### src/rtl/opendap_dp_regs_multi_pkg.sv
// opendap_dp_pkg: DP address/bank encodings, CTRL/STAT and ABORT bit indices, AP tracking states.
package opendap_dp_pkg;
    localparam logic [1:0] A_DPIDR = 2'd0, A_CTRL_STAT = 2'd1, A_SELECT = 2'd2, A_RDBUFF = 2'd3;
    localparam logic [3:0] B_CTRL_STAT = 4'd0, B_DLCR = 4'd1, B_TARGETID = 4'd2, B_DLPIDR = 4'd3, B_EVENTSTAT = 4'd4;
    localparam int CS_ORUNDETECT = 0, CS_STICKYORUN = 1, CS_STICKYCMP = 4, CS_STICKYERR = 5, CS_READOK = 6,
                   CS_WDATAERR = 7, CS_CDBGPWRUPREQ = 28, CS_CSYSPWRUPREQ = 30;
    localparam int AB_DAPABORT = 0, AB_STKCMPCLR = 1, AB_STKERRCLR = 2, AB_WDERRCLR = 3, AB_ORUNERRCLR = 4;
    typedef enum logic {IDLE = 1'b0, BUSY = 1'b1} ap_state_e;
endpackage

### src/rtl/opendap_dp_regs_multi_if.sv
// opendap_dp_regs_multi_if: hostacc bus between the serial comms unit (master) and the DP (slave).
interface opendap_dp_regs_multi_if;
    logic [1:0]  hostacc_addr;
    logic        hostacc_r_nw, hostacc_ap_ndp, hostacc_en;
    logic [31:0] hostacc_wdata, hostacc_rdata;
    logic        hostacc_fault, hostacc_wait, hostacc_protocol_err;
    modport master (output hostacc_addr, hostacc_r_nw, hostacc_ap_ndp, hostacc_en, hostacc_wdata,
                    input hostacc_rdata, hostacc_fault, hostacc_wait, hostacc_protocol_err);
    modport slave (input hostacc_addr, hostacc_r_nw, hostacc_ap_ndp, hostacc_en, hostacc_wdata,
                   output hostacc_rdata, hostacc_fault, hostacc_wait, hostacc_protocol_err);
endinterface

### src/rtl/opendap_dp_regs_multi_ap_mux.sv
// opendap_ap_mux: selects rdata/rdy/err of the active AP and decodes one-hot per-AP strobes.
module opendap_ap_mux #(
    parameter int NUM_APS = 4,
    parameter int AW = 2
) (
    input  logic [AW-1:0]          active_ap,
    input  logic [AW-1:0]          issue_ap,
    input  logic                   wen,
    input  logic                   ren,
    input  logic                   abort,
    input  logic [32*NUM_APS-1:0]  ap_rdata,
    input  logic [NUM_APS-1:0]     ap_rdy,
    input  logic [NUM_APS-1:0]     ap_err,
    output logic [31:0]            rdata,
    output logic                   rdy,
    output logic                   err,
    output logic [NUM_APS-1:0]     ap_wen,
    output logic [NUM_APS-1:0]     ap_ren,
    output logic [NUM_APS-1:0]     ap_abort
);
    logic [NUM_APS-1:0] issue_oh, active_oh;
    assign issue_oh = NUM_APS'(1) << issue_ap;
    assign active_oh = NUM_APS'(1) << active_ap;
    assign ap_wen = wen ? issue_oh : '0;
    assign ap_ren = ren ? issue_oh : '0;
    assign ap_abort = abort ? active_oh : '0;
    assign rdata = ap_rdata[32*int'(active_ap) +: 32];
    assign rdy = ap_rdy[active_ap];
    assign err = ap_err[active_ap];
endmodule

### src/rtl/opendap_dp_regs_multi.sv
// opendap_dp_regs_multi: SW-DP register file and AP router for NUM_APS access ports.
// Defining OPENDAP_AP_TIMEOUT_EN adds a watchdog that aborts an AP stuck BUSY for TIMEOUT_CYCLES.
module opendap_dp_regs_multi
    import opendap_dp_pkg::*;
#(
    parameter logic [31:0] DPIDR = 32'hdeadbeef,
    parameter logic [31:0] TARGETID = 32'hbaadf00d,
    parameter int NUM_APS = 4,
    parameter int TIMEOUT_CYCLES = 1024
) (
    input  logic                  swclk,
    input  logic                  rst,
    opendap_dp_regs_multi_if.slave hif,
    input  logic                  set_wdataerr,
    input  logic                  set_stickyorun,
    input  logic                  clear_readok,
    output logic                  orundetect,
    output logic                  cdbgpwrupreq,
    input  logic                  cdbgpwrupack,
    output logic                  csyspwrupreq,
    input  logic                  csyspwrupack,
    input  logic [3:0]            instid,
    input  logic                  eventstat,
    output logic [5:0]            ap_addr,
    output logic [31:0]           ap_wdata,
    output logic [NUM_APS-1:0]    ap_wen,
    output logic [NUM_APS-1:0]    ap_ren,
    output logic [NUM_APS-1:0]    ap_abort,
    input  logic [32*NUM_APS-1:0] ap_rdata,
    input  logic [NUM_APS-1:0]    ap_rdy,
    input  logic [NUM_APS-1:0]    ap_err
);
    localparam int AW = NUM_APS > 1 ? $clog2(NUM_APS) : 1;
    ap_state_e state;
    logic [AW-1:0] active_ap;
    logic [31:0] select, resend_data, ctrl_stat, bank_rdata, mux_rdata, buf_rdata, wd;
    logic [7:0] apsel;
    logic [3:0] dpbank;
    logic [1:0] addr;
    logic sticky_orun, sticky_err, read_ok, wdata_err, resend_possible, rdbuff_zero;
    logic mux_rdy, mux_err, apsel_ok, ap_busy, exempt, acc, rd, wr, dp;
    logic ap_issue, ap_unimp, abort_wr, ctrl_wr, dlcr_wr, sel_wr, rdbuff_rd, resend_rd;
    logic set_readok, sticky_err_set, do_abort, timeout;
`ifdef OPENDAP_AP_TIMEOUT_EN
    localparam logic [31:0] DLCR_VAL = 32'h8000_0040;
    logic [31:0] tcnt;
    assign timeout = ap_busy && tcnt == 32'(TIMEOUT_CYCLES - 1);
    always_ff @(posedge swclk) begin
        if (rst || !ap_busy || timeout || abort_wr) tcnt <= '0;
        else tcnt <= tcnt + 32'd1;
    end
`else
    localparam logic [31:0] DLCR_VAL = 32'h0000_0040;
    assign timeout = 1'b0;
`endif
    assign wd = hif.hostacc_wdata;
    assign addr = hif.hostacc_addr;
    assign dp = !hif.hostacc_ap_ndp;
    assign apsel = select[31:24];
    assign dpbank = select[3:0];
    assign apsel_ok = {1'b0, apsel} < 9'(NUM_APS);
    assign ap_busy = state == BUSY && !mux_rdy;
    // DPIDR, ABORT and bank-0 CTRL/STAT stay reachable while an AP is stalled
    assign exempt = dp && (hif.hostacc_r_nw ? (addr == A_DPIDR || (addr == A_CTRL_STAT && dpbank == B_CTRL_STAT))
                                            : addr == A_DPIDR);
    assign hif.hostacc_wait = ap_busy && !exempt;
    assign hif.hostacc_fault = hif.hostacc_ap_ndp && (sticky_err || sticky_orun || wdata_err);
    assign acc = hif.hostacc_en && !hif.hostacc_fault && !hif.hostacc_wait && !rst;
    assign rd = acc && hif.hostacc_r_nw;
    assign wr = acc && !hif.hostacc_r_nw;
    assign ap_issue = acc && !dp && apsel_ok;
    assign ap_unimp = acc && !dp && !apsel_ok;
    assign abort_wr = wr && dp && addr == A_DPIDR;
    assign ctrl_wr = wr && dp && addr == A_CTRL_STAT && dpbank == B_CTRL_STAT;
    assign dlcr_wr = wr && dp && addr == A_CTRL_STAT && dpbank == B_DLCR;
    assign sel_wr = wr && dp && addr == A_SELECT;
    assign rdbuff_rd = rd && dp && addr == A_RDBUFF;
    assign resend_rd = rd && dp && addr == A_SELECT;
    assign set_readok = rd && (!dp || addr == A_RDBUFF);
    assign sticky_err_set = ap_unimp || (state == BUSY && mux_rdy && mux_err) || timeout;
    assign do_abort = !rst && ((abort_wr && wd[AB_DAPABORT]) || timeout);
    assign ctrl_stat = {csyspwrupack, csyspwrupreq, cdbgpwrupack, cdbgpwrupreq, 20'h0,
                        wdata_err, read_ok, sticky_err, 1'b0, 2'b00, sticky_orun, orundetect};
    assign bank_rdata = dpbank == B_CTRL_STAT ? ctrl_stat :
                        dpbank == B_DLCR ? DLCR_VAL :
                        dpbank == B_TARGETID ? TARGETID :
                        dpbank == B_DLPIDR ? {instid, 24'h0, 4'h1} :
                        dpbank == B_EVENTSTAT ? {31'h0, eventstat} : '0;
    assign buf_rdata = rdbuff_zero ? '0 : mux_rdata;
    assign hif.hostacc_rdata = !dp ? (apsel_ok ? buf_rdata : '0) :
                               addr == A_DPIDR ? DPIDR :
                               addr == A_CTRL_STAT ? bank_rdata :
                               addr == A_SELECT ? (resend_possible ? resend_data : '0) : buf_rdata;
    assign hif.hostacc_protocol_err = (dlcr_wr && wd[9:8] != 2'b00) || (resend_rd && !resend_possible);
    assign ap_addr = {select[7:4], addr};
    assign ap_wdata = wd;
    opendap_ap_mux #(.NUM_APS(NUM_APS), .AW(AW)) u_ap_mux (
        .active_ap(active_ap),
        .issue_ap(apsel[AW-1:0]),
        .wen(ap_issue && !hif.hostacc_r_nw),
        .ren(ap_issue && hif.hostacc_r_nw),
        .abort(do_abort),
        .ap_rdata(ap_rdata),
        .ap_rdy(ap_rdy),
        .ap_err(ap_err),
        .rdata(mux_rdata),
        .rdy(mux_rdy),
        .err(mux_err),
        .ap_wen(ap_wen),
        .ap_ren(ap_ren),
        .ap_abort(ap_abort)
    );
    always_ff @(posedge swclk) begin
        if (rst) begin
            state <= IDLE;
            active_ap <= '0;
            select <= '0;
            resend_data <= '0;
            {orundetect, cdbgpwrupreq, csyspwrupreq} <= '0;
            {sticky_orun, sticky_err, read_ok, wdata_err, resend_possible, rdbuff_zero} <= '0;
        end else begin
            if (sel_wr) select <= wd;
            if (ctrl_wr) begin
                orundetect <= wd[CS_ORUNDETECT];
                cdbgpwrupreq <= wd[CS_CDBGPWRUPREQ];
                csyspwrupreq <= wd[CS_CSYSPWRUPREQ];
            end
            sticky_err <= sticky_err_set || (sticky_err && !(abort_wr && wd[AB_STKERRCLR]));
            sticky_orun <= set_stickyorun || (sticky_orun && !(abort_wr && wd[AB_ORUNERRCLR]));
            wdata_err <= set_wdataerr || (wdata_err && !(abort_wr && wd[AB_WDERRCLR]));
            read_ok <= (read_ok || set_readok) && !clear_readok;
            if (acc) resend_possible <= resend_rd ? resend_possible : set_readok;
            if (set_readok) resend_data <= hif.hostacc_rdata;
            if (ap_unimp && hif.hostacc_r_nw) rdbuff_zero <= 1'b1;
            else if (ap_issue) rdbuff_zero <= 1'b0;
            if (do_abort) state <= IDLE;
            else if (ap_issue) begin
                state <= BUSY;
                active_ap <= apsel[AW-1:0];
            end else if (state == BUSY && mux_rdy) state <= IDLE;
        end
    end
endmodule

### src/flat_wrapper.sv
// flat-port wrapper written by rule: the top's interface ports become plain ports
module opendap_dp_regs_multi_flat import opendap_dp_pkg::*;
#(
    parameter logic [31:0] DPIDR = 32'hdeadbeef,
    parameter logic [31:0] TARGETID = 32'hbaadf00d,
    parameter int NUM_APS = 4,
    parameter int TIMEOUT_CYCLES = 1024
)
  (swclk, rst, set_wdataerr, set_stickyorun, clear_readok, orundetect, cdbgpwrupreq, cdbgpwrupack, csyspwrupreq, csyspwrupack, instid, eventstat, ap_addr, ap_wdata, ap_wen, ap_ren, ap_abort, ap_rdata, ap_rdy, ap_err, hif_hostacc_addr, hif_hostacc_r_nw, hif_hostacc_ap_ndp, hif_hostacc_en, hif_hostacc_wdata, hif_hostacc_rdata, hif_hostacc_fault, hif_hostacc_wait, hif_hostacc_protocol_err);
  opendap_dp_regs_multi_if hif_i ();
  input  logic swclk;
  input  logic rst;
  input  logic set_wdataerr;
  input  logic set_stickyorun;
  input  logic clear_readok;
  output logic orundetect;
  output logic cdbgpwrupreq;
  input  logic cdbgpwrupack;
  output logic csyspwrupreq;
  input  logic csyspwrupack;
  input  logic [3:0] instid;
  input  logic eventstat;
  output logic [5:0] ap_addr;
  output logic [31:0] ap_wdata;
  output logic [NUM_APS-1:0] ap_wen;
  output logic [NUM_APS-1:0] ap_ren;
  output logic [NUM_APS-1:0] ap_abort;
  input  logic [32*NUM_APS-1:0] ap_rdata;
  input  logic [NUM_APS-1:0] ap_rdy;
  input  logic [NUM_APS-1:0] ap_err;
  input wire logic [$bits(hif_i.hostacc_addr)-1:0] hif_hostacc_addr;
  input wire logic [$bits(hif_i.hostacc_r_nw)-1:0] hif_hostacc_r_nw;
  input wire logic [$bits(hif_i.hostacc_ap_ndp)-1:0] hif_hostacc_ap_ndp;
  input wire logic [$bits(hif_i.hostacc_en)-1:0] hif_hostacc_en;
  input wire logic [$bits(hif_i.hostacc_wdata)-1:0] hif_hostacc_wdata;
  output wire logic [$bits(hif_i.hostacc_rdata)-1:0] hif_hostacc_rdata;
  output wire logic [$bits(hif_i.hostacc_fault)-1:0] hif_hostacc_fault;
  output wire logic [$bits(hif_i.hostacc_wait)-1:0] hif_hostacc_wait;
  output wire logic [$bits(hif_i.hostacc_protocol_err)-1:0] hif_hostacc_protocol_err;
  assign hif_i.hostacc_addr = hif_hostacc_addr;
  assign hif_i.hostacc_r_nw = hif_hostacc_r_nw;
  assign hif_i.hostacc_ap_ndp = hif_hostacc_ap_ndp;
  assign hif_i.hostacc_en = hif_hostacc_en;
  assign hif_i.hostacc_wdata = hif_hostacc_wdata;
  assign hif_hostacc_rdata = hif_i.hostacc_rdata;
  assign hif_hostacc_fault = hif_i.hostacc_fault;
  assign hif_hostacc_wait = hif_i.hostacc_wait;
  assign hif_hostacc_protocol_err = hif_i.hostacc_protocol_err;
  opendap_dp_regs_multi #(.DPIDR(DPIDR), .TARGETID(TARGETID), .NUM_APS(NUM_APS), .TIMEOUT_CYCLES(TIMEOUT_CYCLES)) u_core (.swclk(swclk), .rst(rst), .hif(hif_i), .set_wdataerr(set_wdataerr), .set_stickyorun(set_stickyorun), .clear_readok(clear_readok), .orundetect(orundetect), .cdbgpwrupreq(cdbgpwrupreq), .cdbgpwrupack(cdbgpwrupack), .csyspwrupreq(csyspwrupreq), .csyspwrupack(csyspwrupack), .instid(instid), .eventstat(eventstat), .ap_addr(ap_addr), .ap_wdata(ap_wdata), .ap_wen(ap_wen), .ap_ren(ap_ren), .ap_abort(ap_abort), .ap_rdata(ap_rdata), .ap_rdy(ap_rdy), .ap_err(ap_err));
endmodule
### config.mk
export PLATFORM = sky130hd
export DESIGN_NAME = opendap_dp_regs_multi_flat
export DESIGN_NICKNAME = d
export VERILOG_FILES = /design/src/rtl/opendap_dp_regs_multi_pkg.sv /design/src/rtl/opendap_dp_regs_multi_if.sv /design/src/rtl/opendap_dp_regs_multi_ap_mux.sv /design/src/rtl/opendap_dp_regs_multi.sv /design/src/flat_wrapper.sv
export SDC_FILE = /design/constraint.sdc
export NUM_CORES = 1
export LEC_CHECK = 0
export BUFFER_PORTS_ARGS = -buffer_cell sky130_fd_sc_hd__buf_4
export CAP_MARGIN = 30
export CORE_ASPECT_RATIO = 1.25
export CORE_MARGIN = 8
export CORE_UTILIZATION = 30
export CTS_CLUSTER_DIAMETER = 50
export DETAILED_ROUTE_END_ITERATION = 10
export PLACE_DENSITY = 0.57
export SLEW_MARGIN = 10
export SYNTH_ARGS = -nofsm -noshare
export SYNTH_HDL_FRONTEND = slang
export SYNTH_SLANG_ARGS = --single-unit
export TNS_END_PERCENT = 20
### constraint.sdc
create_clock -name swclk -period 4.01 [get_ports swclk]
set_clock_uncertainty 0.15 [all_clocks]
set_input_delay 0.6015 -clock swclk [delete_from_list [all_inputs] [get_ports swclk]]
set_output_delay 0.6015 -clock swclk [all_outputs]
set_load 0.02 [all_outputs]
==> metrics.md, run 1 <==
| Metric | Value |
|---|---|
| Status | complete, no violations |
| Antenna-violating nets left | 0 |
| Area occupied by registers | 0.001204 mm2 |
| Total power | 1.855 mW |
| Cell Area, Synth | 0.004469 mm2 |
| DR WL/cell | 19.47 um |
| Register area share after synthesis | 26.88% |
| CP Launch Type | flop |
| Clock network power share | 41.0% |
| Setup TNS | 0 ps |
| LEAKAGE | 2.716 nW |
| Yosys top cell by area | dfxtp_1 |
| Reg clk slew, reported paths | 50 ps |
| Initial Util | 30.27% |
| RSZ-0062 raised after global routing | no |
| Post-CTS Setup Inserts | 0 |
| Post-Syn Instances | 509 |
| First-pass detailed-route iteration total | 5 |
| Num CTS Buffers | 9 |
| Flop pwr share | 33.8% |
| Mean number of vias per cell | 5.347 |
| Most frequent cell after synthesis | nor3_1 |
| WP data required | 3260 ps |
| Number of synthesized flops with an enable pin | 0 |
| Achievable frequency | 309.0 MHz |
| # setup viols final | 0 |
| TritonCTS clock tree | built |
| Ys async rst share | 0% |
| Vias in the first global route | 4961 |
| Design Area, Final | 0.006452 mm2 |
| Top FF cell, synth | dfxtp_1 |
| Worst Max-Slew Pin Slew | 875.9 ps |
| First-pass GRT wire length | 27430 um |
| Die W | 125.2 um |
| Area post-placement | 0.006135 mm2 |
| CP Data Arrival Time | 2480 ps |
| Post-DP HPWL | 13340 um |
| Max transition margin | 40.78% |
| CTS max path bufs | 2 |
| Ant diodes | 0 |
| PortBufs | 244 |
| Mean Syn Cell Area | 8.781 um2 |
| Crit path capture type | output port |
| Final Hold Viols | 0 |
| Clock Latency Late Sink | 320 ps |
| GRT Resource Usage Total | 17.59% |
| Die Area | 0.01908 mm2 |
| # hold bufs at CTS | 0 |
| Final wirelength | 17090 um |
| Yosys top cell area share | 26.88% |
| Post-synthesis cell type count | 57 |
| Cell internal pwr | 1.359 mW |
| Die Y | 152.5 um |
| Most frequent cells after synthesis | nor3_1 (63), dfxtp_1 (60), a21oi_1 (46) |
| Vias post-DR | 4695 |
| Comb power frac | 25.3% |
| Largest net degree at the start of global routing | 58 |
| Core Box Area | 0.01476 mm2 |
| Crit path time final | 3236 ps |
| # rows | 50 |
| Worst min path class | input port to flop |
| CTS sink cnt | 60 |
| # IOs | 273 |
| Multi-input combinational cell area | 0.002735 mm2 |
| Share of cells above drive strength 1 | 45.11% |
| Cell Pwr Density | 287.4 mW/mm2 |
| Flop2flop setup slack | 1280 ps |
| Nets | 878 |
| WS Path Type | flop to output port |
| Synth area leaders | dfxtp_1 (27%), mux4_2 (17%), buf_4 (7.6%) |
| Grt total ovfl | 0 |
| Net count after synthesis | 694 |
| DRC | 0 |
| Crit share post-route | 80.70% |
| Resized cells post-CTS | 0 |
| Yosys warns | 0 |
| CTS HTree Levels | 3 |
| Slew Viols, Final | 0 |
| Peak VDD IR | 0.1614 mV |
| Routability cong. | 0.8628 |
| DRT iter0 DRCs | 260 |
| Max_cap viols | 0 |
| Fillers | 1493 |
| Clock Tree Root | clkbuf_16 |
| Yosys reg bits | 60 |
| Area growth from synthesis to layout | 44.37% |
| Crit Path Max Fanout | 14 |
| Antenna violations before repair | 0 |
| Sw Pwr | 0.4956 mW |
| Sw Ratio | 26.73% |
registers in the layout (all words and copies together) (netlist names):
name	cells
u_core.csyspwrupreq	1
u_core.resend_possible	1
u_core.sticky_err	1
u_core.sticky_orun	1
u_core.orundetect	1
u_core.rdbuff_zero	1
u_core.wdata_err	1
u_core.active_ap	2
u_core.read_ok	1
u_core.cdbgpwrupreq	1
u_core.resend_data	32
u_core.state	1
u_core.select	16
metrics by stage:
stage / std cells / hold slack, ps / util [%] / setup slack, ps
global placement: 862 / 326.9 / 41.55 / 811.7
floorplan: 509 / 311.7 / - / 817.0
CTS: 876 / 279.5 / 43.53 / 660.4
global route: 878 / 285.7 / 43.70 / 606.5
detailed placement: 862 / 344.4 / 41.55 / 786.0
finish: 878 / 287.3 / 43.70 / 773.9
area by class of cell:
| class | count | share of cell area, % |
|---|---|---|
| flip-flops and latches | 60 | 18.65 |
| well taps | 182 | 3.529 |
| repair buffers | 257 | 30.27 |
| clock inverters | 2 | 0.5430 |
| inverters | 11 | 0.6399 |
| multi-input cells | 354 | 42.39 |
| clock buffers | 12 | 3.975 |
critical path: stages, from the launching register on:
cell and delay [ps]:
dfxtp_1 420, or3_1 530, o31ai_4 360, o21ba_1 180, nand3_1 220, nor3b_1 270, buf_4 170
cell families (layout without fill, tap and decap cells):
| group | Yosys count | count (layout) | synth area share [%] |
|---|---|---|---|
| AND/OR/NAND/NOR | 181 | 181 | 20.63 |
| AO/OA/AOI/OAI | 119 | 119 | 18.79 |
| buffers and inverters | 95 | 282 | 12.35 |
| flip-flops | 60 | 60 | 26.88 |
| multiplexers | 54 | 54 | 21.36 |
power groups by stage:
stage               sequential, mW  combinational (mW)  clock [mW]
finish                       0.626               0.469       0.760
floorplan                    0.633               0.259           0
detailed placement           0.638               0.470           0
CTS                          0.625               0.471       0.777
global route                 0.628               0.504       0.801
global placement             0.637               0.463           0
worst paths after layout:
kind	start	endpoint	depth (start not counted)
hold reg to reg	u_core.select[6]	u_core.select[6]	2
setup reg to reg	u_core.select[1]	u_core.resend_data[29]	6
setup / recovery	u_core.select[1]	ap_abort[2]	6
hold / removal	clear_readok	u_core.read_ok	2
placed cells by master (no fill, tap or decap), types with 2 or more instances in the layout:
cell         n
a32oi_1      3
o31a_1       2
or2_2        2
nand2b_1     7
clkbuf_16    9
o21bai_1     2
buf_4      254
a221oi_1     2
nor3_1      63
a221o_1     12
or3_1        2
a31oi_1      2
nor3b_1      3
a21oi_1     46
o21a_1       2
o32a_1       2
inv_1       11
nand3b_1     3
a21o_1       7
mux4_2      33
a21boi_0     2
and3_1       3
o211ai_1     5
dfxtp_2      2
o21ai_0     11
a22o_1       6
dfxtp_1     58
o211a_1      3
nor2b_1      6
mux2i_1     20
clkbuf_8     2
nand2_1     31
nand3_1      7
nor4_1       5
nor2_1      38
or4_1        3
metal layers:
| layer | wire length [um] | track usage (%) | vias up |
|---|---|---|---|
| met1 | 6838 | 20.53 | 2212 |
| met2 | 8619 | 30.26 | 221 |
| li1 | - | - | 2246 |
| met5 | 0 | 0 | - |
| met4 | 210 | 4.826 | 0 |
| met3 | 1424 | 5.602 | 16 |
Power figures use the tool's default switching activity.
==> run 2: changes to the inputs <==
ABC_AREA = 1   (was not set)
PLACE_DENSITY = 0.58   (was 0.57)
clock period = 2.7 ns   (was 4.01 ns; I/O delays follow)
==> run 2 against run 1 <==
  * Cell count is 42% higher
  * Critical path depth rose by 6
  * Routed wire length rose by 17%
  * Core utilization up 0.076 points
  * Critical path type unchanged
  * Largest cell class unchanged
==> metrics.md, run 2 <==
| Metric | Value |
|---|---|
| Flop pwr share | 30.1% |
| # rows | 52 |
| Achievable frequency | 394.3 MHz |
| DRC | 0 |
| Post-CTS Setup Inserts | 0 |
| Cell Pwr Density | 435.6 mW/mm2 |
| Crit share post-route | 93.94% |
| Clock network power share | 38.3% |
| Yosys top cell area share | 24.67% |
| Antenna-violating nets left | 0 |
| CTS max path bufs | 2 |
| CTS sink cnt | 60 |
| Mean number of vias per cell | 4.723 |
| Initial Util | 30.29% |
| WS Path Type | flop to output port |
| Most frequent cells after synthesis | nand2_1 (283), nor2_1 (104), a21oi_1 (61), inv_1 (61), dfxtp_1 (60) |
| Max transition margin | 68.99% |
| Final wirelength | 20060 um |
| Cell internal pwr | 2.103 mW |
| Worst Max-Slew Pin Slew | 465.2 ps |
| Post-synthesis cell type count | 36 |
| Commonest non-fill, non-tap cell in the layout | nand2_1 |
| GRT Resource Usage Total | 18.86% |
| Antenna violations before repair | 0 |
| CP Launch Type | flop |
| Die Y | 158.4 um |
| Die Area | 0.02059 mm2 |
| WP data required | 2140 ps |
| RSZ-0062 raised after global routing | yes |
| DRT iter0 DRCs | 420 |
| Ant diodes | 0 |
| Reg clk slew, reported paths | 50 ps |
| Number of synthesized flops with an enable pin | 0 |
| Share of cells above drive strength 1 | 30.62% |
| DR WL/cell | 16.07 um |
| Synth area leaders | dfxtp_1 (25%), nand2_1 (22%), nor2_1 (8.0%) |
| First-pass detailed-route iteration total | 5 |
| Worst path top cell family by delay | simple AND/OR/NAND/NOR gates |
| Resized cells post-CTS | 1 |
| # hold bufs at CTS | 0 |
| Net count after synthesis | 1015 |
| CP Data Arrival Time | 1980 ps |
| Nets | 1212 |
| Cell repeated most along the worst path | nand2_1 |
| Peak VDD IR | 0.3146 mV |
| CP max-delay cell | dfxtp_4 |
| Biggest regs | u_core.resend_data: 32 flops, u_core.select: 16 flops, u_core.active_ap: 2 flops |
| Most flops, register | u_core.resend_data |
| Total power | 3.065 mW |
| Crit Path Max Fanout | 9 |
| Sw Pwr | 0.9620 mW |
| # IOs | 273 |
| CP Buf/Inv Count | 3 |
| Commonest cells after routing, fill and taps aside | nand2_1 (283), buf_4 (265), nor2_1 (99), a21oi_1 (61), inv_1 (61) |
| TritonCTS clock tree | built |
| Yosys top cell by area | dfxtp_1 |
| Crit path capture type | output port |
| Register area share after synthesis | 24.67% |
| Clock Latency Late Sink | 330 ps |
| CTS HTree Levels | 3 |
| Sw Ratio | 31.39% |
| Post-DP HPWL | 15690 um |
| Most frequent cell after synthesis | nand2_1 |
| Routability cong. | 0.8676 |
| Worst min path class | input port to flop |
| Mean Syn Cell Area | 5.866 um2 |
| Multi-input combinational cell area | 0.002856 mm2 |
| PortBufs | 244 |
| Status | complete, no violations |
| Fillers | 1720 |
| Vias post-DR | 5894 |
| Die W | 129.9 um |
| Post-Syn Instances | 830 |
| Yosys reg bits | 60 |
| Core Util, Final | 43.78% |
| Area growth from synthesis to layout | 44.51% |
| Num CTS Buffers | 9 |
| Largest register FFs | 32 |
| Clock Tree Root | clkbuf_16 |
| Ys async rst share | 0% |
| Critical path cell sequence | inv_4 -> nand2_1 -> nand2_1 -> nand2_1 -> nand2_1 -> nor2_1 -> nand2_2 -> nand2_4 -> inv_2 -> nand3_1 -> nor3_1 -> buf_4 |
| First-pass GRT wire length | 30350 um |
| Grt total ovfl | 0 |
| Max_cap viols | 0 |
| Setup TNS | 0 ps |
| Largest net degree at the start of global routing | 40 |
| Area occupied by registers | 0.001206 mm2 |
| Crit path time final | 2536 ps |
| Cell Area, Synth | 0.004868 mm2 |
| Top FF cell, synth | dfxtp_1 |
| Worst stage delay on the critical path | 380 ps |
| Yosys warns | 0 |
| Core Box Area | 0.01607 mm2 |
| Vias in the first global route | 5726 |
| Final Hold Viols | 0 |
| Comb power frac | 31.6% |
| # setup viols final | 0 |
| Slew Viols, Final | 0 |
| LEAKAGE | 3.558 nW |
## run 2: changes by cell type in the layout (fill, tap and decap cells not counted), sizes merged, moves of 12 or more
cell / delta
a21oi: +16
a221o: -12
a22oi: +47
buf: +15
inv: +59
mux2i: -20
mux4: -33
nand2: +255
nand3: +19
nand4: +15
nor2: +72
nor3: -49
o21ai: +20
## run 2: metal layers
layer	part of all wire, %	track usage (%)
met3	8.8	5.094
met4	2.0	6.264
met5	0	0
met2	48	32.07
met1	41	22.40
## run 2: logic make-up (layout without fill, tap and decap cells)
kind of cell           count (synthesis)  after routing  share of synthesized area (%)
AND/OR/NAND/NOR                      454            454                          38.45
buffers and inverters                157            359                          16.91
flip-flops                            60             60                          24.67
AO/OA/AOI/OAI                        159            159                          19.97
## run 2: stage by stage
step / cell area, um2 / std cells / hold slack (ps) / setup slack [ps]
6_report: 7036 / 1248 / 85.33 / 163.6
5_1_grt: 7036 / 1248 / 87.51 / -0.4630
4_1_cts: 7024 / 1248 / 80.73 / 46.42
3_5_place_dp: 6719 / 1232 / 305.6 / 209.2
3_3_place_gp: 6719 / 1232 / 299.1 / 257.7
2_1_floorplan: 4868 / 830 / 283.5 / 213.6
## run 2: path summary, 6_finish.rpt
check | from | end | slack [ps] | cells after the start
min | clear_readok | u_core.read_ok | 90 | 2
max reg2reg | u_core.active_ap[0] | u_core.resend_data[11] | 680 | 13
max | u_core.active_ap[0] | ap_wen[2] | 160 | 12
min reg2reg | u_core.select[4] | u_core.select[4] | 310 | 2
## run 2: area by class of cell
type                       count  area share [%]
timing repair buffer         272           30.27
sequential                    60           17.14
tap                          216           3.841
clock inverter                 4          0.6758
inverter                      71           3.824
multi-input combinational    613           40.60
clock buffer                  12           3.646
## run 2: power groups by stage
stage | Sequential, mW | Clock, mW | Combinational (mW)
final | 0.924 | 1.17 | 0.967
after global routing | 0.926 | 1.25 | 1.06
after CTS | 0.924 | 1.20 | 0.977
after detailed placement | 0.942 | 0 | 0.973
after global placement | 0.942 | 0 | 0.970
after floorplan | 0.938 | 0 | 0.543
